[config.mk]
export PLATFORM = sky130hd
export DESIGN_NAME = reg_file_arbiter
export DESIGN_NICKNAME = d
export VERILOG_FILES = /design/src/rtl/reg_arb_pkg.sv /design/src/rtl/reg_arb_rr_pick.sv /design/src/rtl/reg_file_arbiter.sv
export SDC_FILE = /design/constraint.sdc
export NUM_CORES = 1
export LEC_CHECK = 0
export ABC_CLOCK_PERIOD_IN_PS = 2900
export BUFFER_PORTS_ARGS = -buffer_cell sky130_fd_sc_hd__buf_2
export CORE_ASPECT_RATIO = 1.5
export CORE_MARGIN = 1.5
export CORE_UTILIZATION = 52
export DETAILED_ROUTE_END_ITERATION = 7
export HOLD_SLACK_MARGIN = 0.12
export PLACE_DENSITY = 0.84
export SLEW_MARGIN = 20
export SYNTH_ARGS = -nofsm -noshare
export SYNTH_HDL_FRONTEND = slang
export SYNTH_SLANG_ARGS = --single-unit
[constraint.sdc]
create_clock -name clk -period 2.9 [get_ports clk]
set_clock_uncertainty 0.15 [all_clocks]
set_input_delay 0.435 -clock clk [delete_from_list [all_inputs] [get_ports clk]]
set_output_delay 0.435 -clock clk [all_outputs]
set_load 0.02 [all_outputs]
[src/rtl/reg_arb_pkg.sv]
// Shared definitions for the two-port register-file arbiter: FSM encoding
// and port index constants.
package reg_arb_pkg;

    typedef enum logic [1:0] {
        IDLE  = 2'd0,
        ISSUE = 2'd1,
        WAIT  = 2'd2,
        DONE  = 2'd3
    } state_t;

    localparam logic PORT0 = 1'b0;
    localparam logic PORT1 = 1'b1;

endpackage

[src/rtl/reg_arb_rr_pick.sv]
// Two-input round-robin selector: a lone request wins outright, a tie goes
// to the port named by prio.
module reg_arb_rr_pick
    import reg_arb_pkg::*;
(
    input  logic req0,
    input  logic req1,
    input  logic prio,
    output logic gnt_valid,
    output logic gnt_idx
);

    always_comb begin
        gnt_valid = req0 | req1;
        gnt_idx   = PORT0;
        if (req0 && req1) begin
            gnt_idx = prio;
        end else if (req1) begin
            gnt_idx = PORT1;
        end
    end

endmodule

[src/rtl/reg_file_arbiter.sv]
// Shares one register-file port between two requesters: round-robin grant,
// one transaction in flight, read timeout and per-port completion ack.
module reg_file_arbiter
    import reg_arb_pkg::*;
#(
    parameter int DATA_WIDTH = 8,
    parameter int ADDR_WIDTH = 4,
    parameter int TIMEOUT    = 15
) (
    input  logic                  clk,
    input  logic                  rst,
    input  logic                  p0_req,
    input  logic                  p0_we,
    input  logic [ADDR_WIDTH-1:0] p0_addr,
    input  logic [DATA_WIDTH-1:0] p0_wdata,
    input  logic                  p1_req,
    input  logic                  p1_we,
    input  logic [ADDR_WIDTH-1:0] p1_addr,
    input  logic [DATA_WIDTH-1:0] p1_wdata,
    output logic                  p0_ack,
    output logic                  p1_ack,
    output logic [DATA_WIDTH-1:0] rsp_data,
    output logic                  rsp_err,
    output logic                  busy,
    output logic                  WrEn,
    output logic                  RdEn,
    output logic [ADDR_WIDTH-1:0] Address,
    output logic [DATA_WIDTH-1:0] Wr_D,
    input  logic [DATA_WIDTH-1:0] RdData,
    input  logic                  RdData_Valid
);

    localparam logic [7:0] TO_LAST = 8'(TIMEOUT - 1);

    state_t                state_reg, state_next;
    logic                  prio_reg;
    logic                  owner_reg;
    logic                  we_reg;
    logic [ADDR_WIDTH-1:0] addr_reg;
    logic [DATA_WIDTH-1:0] wdata_reg;
    logic [7:0]            cnt_reg;
    logic [DATA_WIDTH-1:0] rsp_data_reg;
    logic                  rsp_err_reg;
    logic                  gnt_valid;
    logic                  gnt_idx;
    logic                  timeout_hit;

    reg_arb_rr_pick u_pick (
        .req0      (p0_req),
        .req1      (p1_req),
        .prio      (prio_reg),
        .gnt_valid (gnt_valid),
        .gnt_idx   (gnt_idx)
    );

    assign timeout_hit = (cnt_reg == TO_LAST);

    always_ff @(posedge clk or posedge rst) begin
        if (rst) begin
            state_reg <= IDLE;
        end else begin
            state_reg <= state_next;
        end
    end

    always_comb begin
        state_next = state_reg;
        case (state_reg)
            IDLE:    if (gnt_valid) state_next = ISSUE;
            ISSUE:   state_next = we_reg ? DONE : WAIT;
            WAIT:    if (RdData_Valid || timeout_hit) state_next = DONE;
            DONE:    state_next = IDLE;
            default: state_next = IDLE;
        endcase
    end

    // Request fields are captured only at grant; the latched address and
    // data double as the registered register-file bus, so they hold the
    // last issued values between transactions.
    always_ff @(posedge clk or posedge rst) begin
        if (rst) begin
            prio_reg     <= PORT0;
            owner_reg    <= PORT0;
            we_reg       <= 1'b0;
            addr_reg     <= '0;
            wdata_reg    <= '0;
            cnt_reg      <= '0;
            rsp_data_reg <= '0;
            rsp_err_reg  <= 1'b0;
        end else begin
            case (state_reg)
                IDLE: begin
                    if (gnt_valid) begin
                        owner_reg <= gnt_idx;
                        we_reg    <= (gnt_idx == PORT1) ? p1_we    : p0_we;
                        addr_reg  <= (gnt_idx == PORT1) ? p1_addr  : p0_addr;
                        wdata_reg <= (gnt_idx == PORT1) ? p1_wdata : p0_wdata;
                    end
                end
                ISSUE: begin
                    cnt_reg <= '0;
                    if (we_reg) rsp_err_reg <= 1'b0;
                end
                WAIT: begin
                    // Valid data takes precedence over a coincident timeout.
                    if (RdData_Valid) begin
                        rsp_data_reg <= RdData;
                        rsp_err_reg  <= 1'b0;
                    end else if (timeout_hit) begin
                        rsp_data_reg <= '0;
                        rsp_err_reg  <= 1'b1;
                    end else begin
                        cnt_reg <= cnt_reg + 8'd1;
                    end
                end
                DONE: prio_reg <= ~owner_reg;
                default: ;
            endcase
        end
    end

    assign WrEn     = (state_reg == ISSUE) &&  we_reg;
    assign RdEn     = (state_reg == ISSUE) && !we_reg;
    assign Address  = addr_reg;
    assign Wr_D     = wdata_reg;
    assign p0_ack   = (state_reg == DONE) && (owner_reg == PORT0);
    assign p1_ack   = (state_reg == DONE) && (owner_reg == PORT1);
    assign busy     = (state_reg != IDLE);
    assign rsp_data = rsp_data_reg;
    assign rsp_err  = rsp_err_reg;

endmodule

# After elaboration in Yosys (flattened, before gate mapping)

Index checks and enable logic that the tools add are counted.

$add $sub $neg: 1
Multipliers: 0
Reductions and logical operators: 16
Div/mod/pow operators: 0
Order comparisons: 0
Mux-type cells: 18
Shift operators: 0
Equality and inequality tests: 10
Bitwise gates (word level): 2

Operators with widths:

| operator                                             | count |
|---|---|
| two-way mux 8 bit                                    | 5 |
| case mux 8 bit (2 select lines)                      | 1 |
| inequality test 2 bit (second input constant)        | 5 |
| adder 8 x 1 -> 8 bit (second input constant)         | 1 |
| equality test 8 x 4 -> 1 bit (second input constant) | 1 |
| case mux 2 bit (4 select lines)                      | 1 |
| two-way mux 1 bit                                    | 7 |
| AND reduction 2 bit                                  | 3 |
| AND reduction 3 bit                                  | 2 |
| nonzero test 2 bit                                   | 3 |
| logical AND 1 bit                                    | 5 |
| equality test 2 bit (second input constant)          | 2 |
| two-way mux 2 bit                                    | 2 |
| two-way mux 4 bit                                    | 1 |
| inequality test 3 bit (second input constant)        | 1 |
| equality test 2 x 1 -> 1 bit (second input constant) | 1 |
| zero test 2 bit                                      | 1 |
| case mux 1 bit (2 select lines)                      | 1 |
| zero test 1 bit                                      | 1 |
| logical OR 1 bit                                     | 1 |
| inverter 1 bit                                       | 1 |
| bitwise OR 1 bit                                     | 1 |

Memories kept: 0
Bits in read-only memories: 0
Flip-flop bits (word level): 34
Bits of input ports: 39
Output and inout port bits: 26
RAM bits: 0
Latch bits: 0
Word-level logic and storage cells: 56

# Logic depth before layout (Yosys ltp)

Gate-level depths: netlist of run 1.

Depth after elaboration: 4
Mapped depth: 7
Depth with buffers taken out: 6

# Hierarchy

From an unflattened synthesis of run 1, not the netlist that was laid out.

Cell total of the unflattened synthesis: 159
Area total of the unflattened synthesis: 1670.4 µm²

Modules (own cells, without submodules):

| module           | seq. area each (µm²) | cells each | times used | area an instance (µm²) |
|---|---|---|---|---|
| reg_file_arbiter | 850.8                | 156        | 1          | 1652.8 |
| reg_arb_rr_pick  | 0.0                  | 3          | 1          | 17.5 |

# Worst setup path after synthesis of run 1

No wires, ideal clock.

Path kind: reg-to-reg
Start point: reg cnt_reg[0]
End point: reg state_reg[1]
Cell stages (with the launch flop): 7
Buffers on the path: 0
Clock period less this slack: 1921 ps
Library setup time: 128 ps
Data required time: 2622 ps
Path slack: 979 ps
Arrival time: 1643 ps
Cells stage by stage: dfrtp_1 -> inv_1 -> ha_1 -> nand4b_4 -> o41a_2 -> a21oi_2 -> mux2_1

Longest elaborated chain between the ends: 4

RTL lines:

| item                            | line                    | RTL |
|---|---|---|
| start: declaration              | reg_file_arbiter.sv:41  | `logic [7:0] cnt_reg;` |
| start signal: assignment        | reg_file_arbiter.sv:113 | `cnt_reg <= cnt_reg + 8'd1;` |
| equality test 8 x 4 -> 1 bit    | reg_file_arbiter.sv:56  | `assign timeout_hit = (cnt_reg == TO_LAST);` |
| logical OR 1 bit                | reg_file_arbiter.sv:71  | `WAIT: if (RdData_Valid \|\| timeout_hit) state_next = DONE;` |
| inequality test 2 bit (no line) | n/a                     |  |
| AND reduction 2 bit (no line)   | n/a                     |  |
| end signal: assignment          | reg_file_arbiter.sv:62  | `state_reg <= state_next;` |
| end: declaration                | reg_file_arbiter.sv:35  | `state_t state_reg, state_next;` |

Every way passes these cells.
A chain may end at the register's enable or synchronous reset.

# Final worst setup path of run 1

Start point: reg state_reg[0]
End point: reg cnt_reg[5]

Longest elaborated chain between the ends: 3
Elaborated cells between the ends (all ways): 7
Those cells by class: eq/ne (4); mux (1); reduce/logical (2)

RTL lines:

| item                                                                  | line                   | RTL |
|---|---|---|
| equality test 2 bit or equality test 2 x 1 -> 1 bit (tied branches)   | reg_file_arbiter.sv:91 | `case (state_reg)` |
| inequality test 2 bit (no line) or nonzero test 2 bit (tied branches) | n/a                    |  |
| AND reduction 3 bit (no line)                                         | n/a                    |  |

Parallel ways exist; a longest one is shown, timed or not.

==> impl_results.md, run 1 <==
* Synthesized net count at 203
* Die area at 3650 µm²
* Gp weighted congestion at 0.867
* Num CTS Buffers at 5
* Synth cell types at 35
* Die Ht at 73.3 µm
* Slew Viols, Final at 0
* Final hold violations at 0
* CP Class: register to register
* Seq/Total Area, Yosys at 49.7%
* Clock Latency Late Sink at 0.28 ns
* Startpoint Class: register
* Vias at 1452
* Vias in the first global route at 1330
* Most frequent cells in the layout: 64 x buf_2, 34 x dfrtp_1, 18 x o21ai_0, 18 x nand2_1, 14 x mux2i_1
* Drt first pass iters at 4
* Root buffer selected by CTS: clkbuf_8
* Syn avg cell area at 10.8 µm²
* Yosys warning total at 0
* Synthesis-to-finish area growth at 26.4%
* Cell Pwr Density at 958 nW/µm²
* Worst min path class: primary input to register
* Largest net degree at the start of global routing at 35
* RSZ-0062 raised after global routing: no
* First-pass GRT wire length at 5880 µm
* Antenna cells at 0
* CTS clk-pin slew, worst paths at 0.07 ns
* Worst Path Required at 2.96 ns
* Mapped Cells at 158
* Top cells by area, synth: dfrtp_1 50%, mux2i_1 8.2%, o21ai_0 5.3%
* Vias per cell at 5.42
* IO Port Bufs at 64
* Setup bufs post-CTS at 0
* CP endpoint kind: register
* Crit Path Max Fanout at 14
* Die Wd at 49.8 µm
* Fin util at 68.5%
* Setup-failing EPs final at 0
* Max VDD drop at 0.710 mV
* Status: finished clean
* Initial antenna violation count at 0
* Pleak at 1.16 nW
* Fmax at 465 MHz
* Drt drc at 0
* Mapped Area at 1710 µm²
* Initial DRC Count at 17
* Avg WL per Cell at 13.1 µm
* Slew of the pin with the lowest slew margin at 0.732 ns
* Yosys top cell by area: dfrtp_1
* CTS tree: done
* HPWL after DPL at 2720 µm
* GRT Overall Usage at 21.6%
* Clk buf depth at 2
* Starting Density at 54.2%
* Max-cap violations at 0
* Period utilization at 74.2%
* Min Tclk post-route at 2.15 ns
* Area of the core at 3160 µm²
* Total negative slack at 0 ns
* Commonest non-fill, non-tap cell in the layout: buf_2
* Worst slew margin at 51.0%
* Post-Route WL at 3520 µm
* Layout cell share with drive strength beyond 1 at 35.1%
* CTS H-tree depth at 2
* Row cnt at 25
* Fin nets at 273
* Number of I/O pins at 65
* Critical Path AT at 2.21 ns
* Grt total ovfl at 0
* Top-area cell type share of the netlist area at 49.7%
* DRT antenna net count at 0
* Clock Sinks at 34
* Yosys reg bits at 34
[final cells by class]
type                       count  area [µm²]
clock inverter                 2        10.0
sequential                    34         851
multi-input combinational    112         805
inverter                       7        26.3
tap                           40        50.0
timing repair buffer          68         353
clock buffer                   5        68.8
fill                         245         996
[Yosys cell counts (all sizes together)]
cell type  instances
inv                7
o41ai              1
ha                 6
o41a               1
mux2i             14
or3                2
or4                3
nand4b             1
mux2               2
dfrtp             34
nand4              2
o31ai              1
nor4               1
nand2b             3
nand2             18
o21ai             21
o22ai              1
nand3b             2
nor2b              3
a22o               8
a21oi              4
and2b              1
clkbuf             2
nor2               3
buf                3
nand3              8
and2               4
o211ai             1
a2bb2oi            1
[stage by stage]
stage	setup slack, ns	std cells	hold WS, ns	total power, mW	area (µm²)
after global placement	0.820	260	0.312	1.72	2070
final	0.750	268	0.216	2.07	2160
after global routing	0.573	268	0.215	2.23	2160
after CTS	0.749	268	0.210	2.09	2160
after floorplan	0.979	158	0.310	1.45	1710
after detailed placement	0.752	260	0.320	1.76	2070
[where the power goes]
group	switching, mW	internal (mW)	total [mW]	leakage (nW)
sequential	0.119	0.659	0.778	0.432
clock	0.162	0.161	0.323	0.0438
combinational	0.582	0.389	0.971	0.688
[worst max-delay path, cell delays in order (launching register included)]
cell and delay (ns):
dfrtp_1 0.43, inv_1 0.10, ha_1 0.26, and2b_1 0.25, o41ai_4 0.20, or4_1 0.54
a21oi_1 0.15
[routing by layer]
layer | routed length, µm | up-vias | GRT usage, %
met5 | 0 | - | 0
met4 | 97 | 0 | 12.3
met3 | 229 | 11 | 6.30
met2 | 1870 | 54 | 38.1
met1 | 1320 | 683 | 22.8
li1 | - | 704 | -
[final timing paths]
kind | start | endpoint | slack (ns) | cells past startpoint
min in group asynchronous | rst | rsp_data[7]$_DFFE_PP0P_ | 0.62 | 4
max reg2reg | state_reg[0]$_DFFE_PP0P_ | cnt_reg[5]$_DFFE_PP0P_ | 0.75 | 6
max | state_reg[0]$_DFFE_PP0P_ | cnt_reg[5]$_DFFE_PP0P_ | 0.75 | 6
max in group asynchronous | rst | Address[2]$_DFFE_PP0P_ | 1.68 | 4
min reg2reg | Wr_D[3]$_DFFE_PP0P_ | Wr_D[3]$_DFFE_PP0P_ | 0.33 | 2
min | RdData[3] | rsp_data[3]$_DFFE_PP0P_ | 0.22 | 2
[what timing repair did]
| item | in CTS | in global routing |
|---|---|---|
| hold endpoints to repair | 34 | 0 |
| gates resized for setup | 0 | 0 |
| endpoints found under the setup margin | 0 | 0 |
| hold buffers | 1 | 0 |
[cell families after synthesis]
group / synth area share, %
multiplexers: 9.72
AO/OA/AOI/OAI: 15.7
AND/OR/NAND/NOR: 17.2
buffers and inverters: 3.29
adder cells (fa/ha/maj): 4.39
flip-flops: 49.7
Power figures use the tool's default switching activity.
==> run 2, diff against run 1 <==
- ABC_CLOCK_PERIOD_IN_PS: 2900 -> 2250
- CORE_UTILIZATION: 52 -> 48
- PLACE_DENSITY: 0.84 -> 0.78
- clock period: 2.9 -> 2.25 ns (I/O delays scaled with it)
==> impl_results.md, run 2 (synthesis results as in run 1) <==
* Placed instance count at 264
* Vias in the first global route at 1450
* Starting Density at 50.1%
* CP Class: register to register
* Die area at 3940 µm²
* GRT Overall Usage at 21.7%
* Commonest non-fill, non-tap cell in the layout: buf_2
* Row cnt at 26
* Setup-failing EPs final at 0
* Slew Viols, Final at 0
* Min Tclk post-route at 2.11 ns
* R2R Setup Slk at 0.14 ns
* RSZ-0062 raised after global routing: no
* Grt total ovfl at 0
* Num CTS Buffers at 5
* Area of the core at 3420 µm²
* Vias at 1483
* Worst min path class: primary input to register
* Clock Sinks at 34
* Cell Pwr Density at 1290 nW/µm²
* Worst Path Required at 2.32 ns
* Slew of the pin with the lowest slew margin at 0.562 ns
* Number of I/O pins at 65
* Drt first pass iters at 4
* Vias per cell at 5.30
* CTS H-tree depth at 2
* CP endpoint kind: register
* Largest net degree at the start of global routing at 35
* Initial DRC Count at 28
* Startpoint Class: register
* IO Port Bufs at 64
* Crit Path Max Fanout at 10
* Status: finished clean
* HPWL after DPL at 2740 µm
* Drt drc at 0
* Die Ht at 76.1 µm
* Post-Route WL at 3770 µm
* Root buffer selected by CTS: clkbuf_8
* Initial antenna violation count at 0
* Max VDD drop at 0.876 mV
* First-pass GRT wire length at 6440 µm
* Clock Latency Late Sink at 0.28 ns
* CTS tree: done
* Avg WL per Cell at 13.5 µm
* Total negative slack at 0 ns
* Worst slew margin at 62.3%
* Clk buf depth at 2
* Synthesis-to-finish area growth at 34.7%
* Period utilization at 93.6%
* CTS clk-pin slew, worst paths at 0.07 ns
* Fmax at 475 MHz
* Gp weighted congestion at 0.853
* Antenna cells at 0
* Max-cap violations at 0
* Fin nets at 282
* DRT antenna net count at 0
* Die Wd at 51.8 µm
* Critical Path AT at 2.17 ns
* Pleak at 1.23 nW
* Final hold violations at 0
* Final std cells w/o fill at 280
* Layout cell share with drive strength beyond 1 at 36.1%
* FILL cells at 272
* Most frequent cells in the layout: 64 x buf_2, 34 x dfrtp_1, 18 x o21ai_0, 18 x nand2_1, 14 x mux2i_1
==> run 2: cell count changes in the layout (fill, tap and decap cells not counted), sizes merged <==
cell	before	now
clkinv	2	1
dlygate4sd3	1	6
buf	67	71
bufinv	0	2
==> run 2: stage by stage <==
stage / setup slack, ns / hold slack [ns] / util (%) / area (µm²) / power, mW
floorplan: 0.329 / 0.310 / - / 1710 / 1.87
global placement: 0.148 / 0.301 / 61.2 / 2090 / 2.25
detailed placement: 0.109 / 0.315 / 61.2 / 2090 / 2.28
CTS: 0.0795 / 0.125 / 67.0 / 2290 / 2.97
global route: 0.0273 / 0.121 / 67.5 / 2310 / 3.16
finish: 0.143 / 0.121 / 67.5 / 2310 / 2.96
==> run 2: area by class of cell <==
type / count / area, µm² / share of cell area (%)
repair buffers: 77 / 433 / 18.8
multi-input cells: 112 / 806 / 34.9
flip-flops and latches: 34 / 851 / 36.9
well taps: 42 / 52.6 / 2.28
inverters: 7 / 26.3 / 1.14
clock inverters: 3 / 68.8 / 2.98
clock buffers: 5 / 68.8 / 2.98
==> run 2: final timing paths <==
path,to,from,cells past startpoint
worst max-delay path,cnt_reg[4]$_DFFE_PP0P_,state_reg[0]$_DFFE_PP0P_,8
worst min-delay path,rsp_data[2]$_DFFE_PP0P_,RdData[2],2
worst max register to register,cnt_reg[4]$_DFFE_PP0P_,state_reg[0]$_DFFE_PP0P_,8
worst min register to register,Wr_D[5]$_DFFE_PP0P_,Wr_D[5]$_DFFE_PP0P_,2
max in group asynchronous,Address[2]$_DFFE_PP0P_,rst,4
min in group asynchronous,Wr_D[5]$_DFFE_PP0P_,rst,4
==> run 2: what timing repair did <==
action / 4_1_cts / 5_1_grt
setup endpoints to repair: 0 / 1
hold endpoints to repair: 39 / 0
hold buffers: 6 / 0
buffers inserted: 0 / 2
gates resized for setup: 0 / 1
==> run 2: report_power, final <==
group          total (mW)  internal, mW  switching, mW
logic                1.28         0.530          0.755
registers            1.01         0.849          0.157
clock network       0.673         0.444          0.229
total                2.96          1.82           1.14
==> run 2: critical path, stage by stage, from the launching register on <==
cell and delay (ns):
dfrtp_1 0.45, inv_1 0.11, ha_1 0.17, and2b_2 0.21
o41ai_4 0.09, buf_4 0.18, buf_4 0.15, or4_1 0.39
a21oi_1 0.15
==> run 2: routing by layer <==
layer,global-route usage (%),up-vias,wire [µm]
met5,0,-,0
met4,9.21,0,90
met3,6.08,10,215
met2,36.7,53,1980
met1,25.0,694,1480
li1,-,726,-
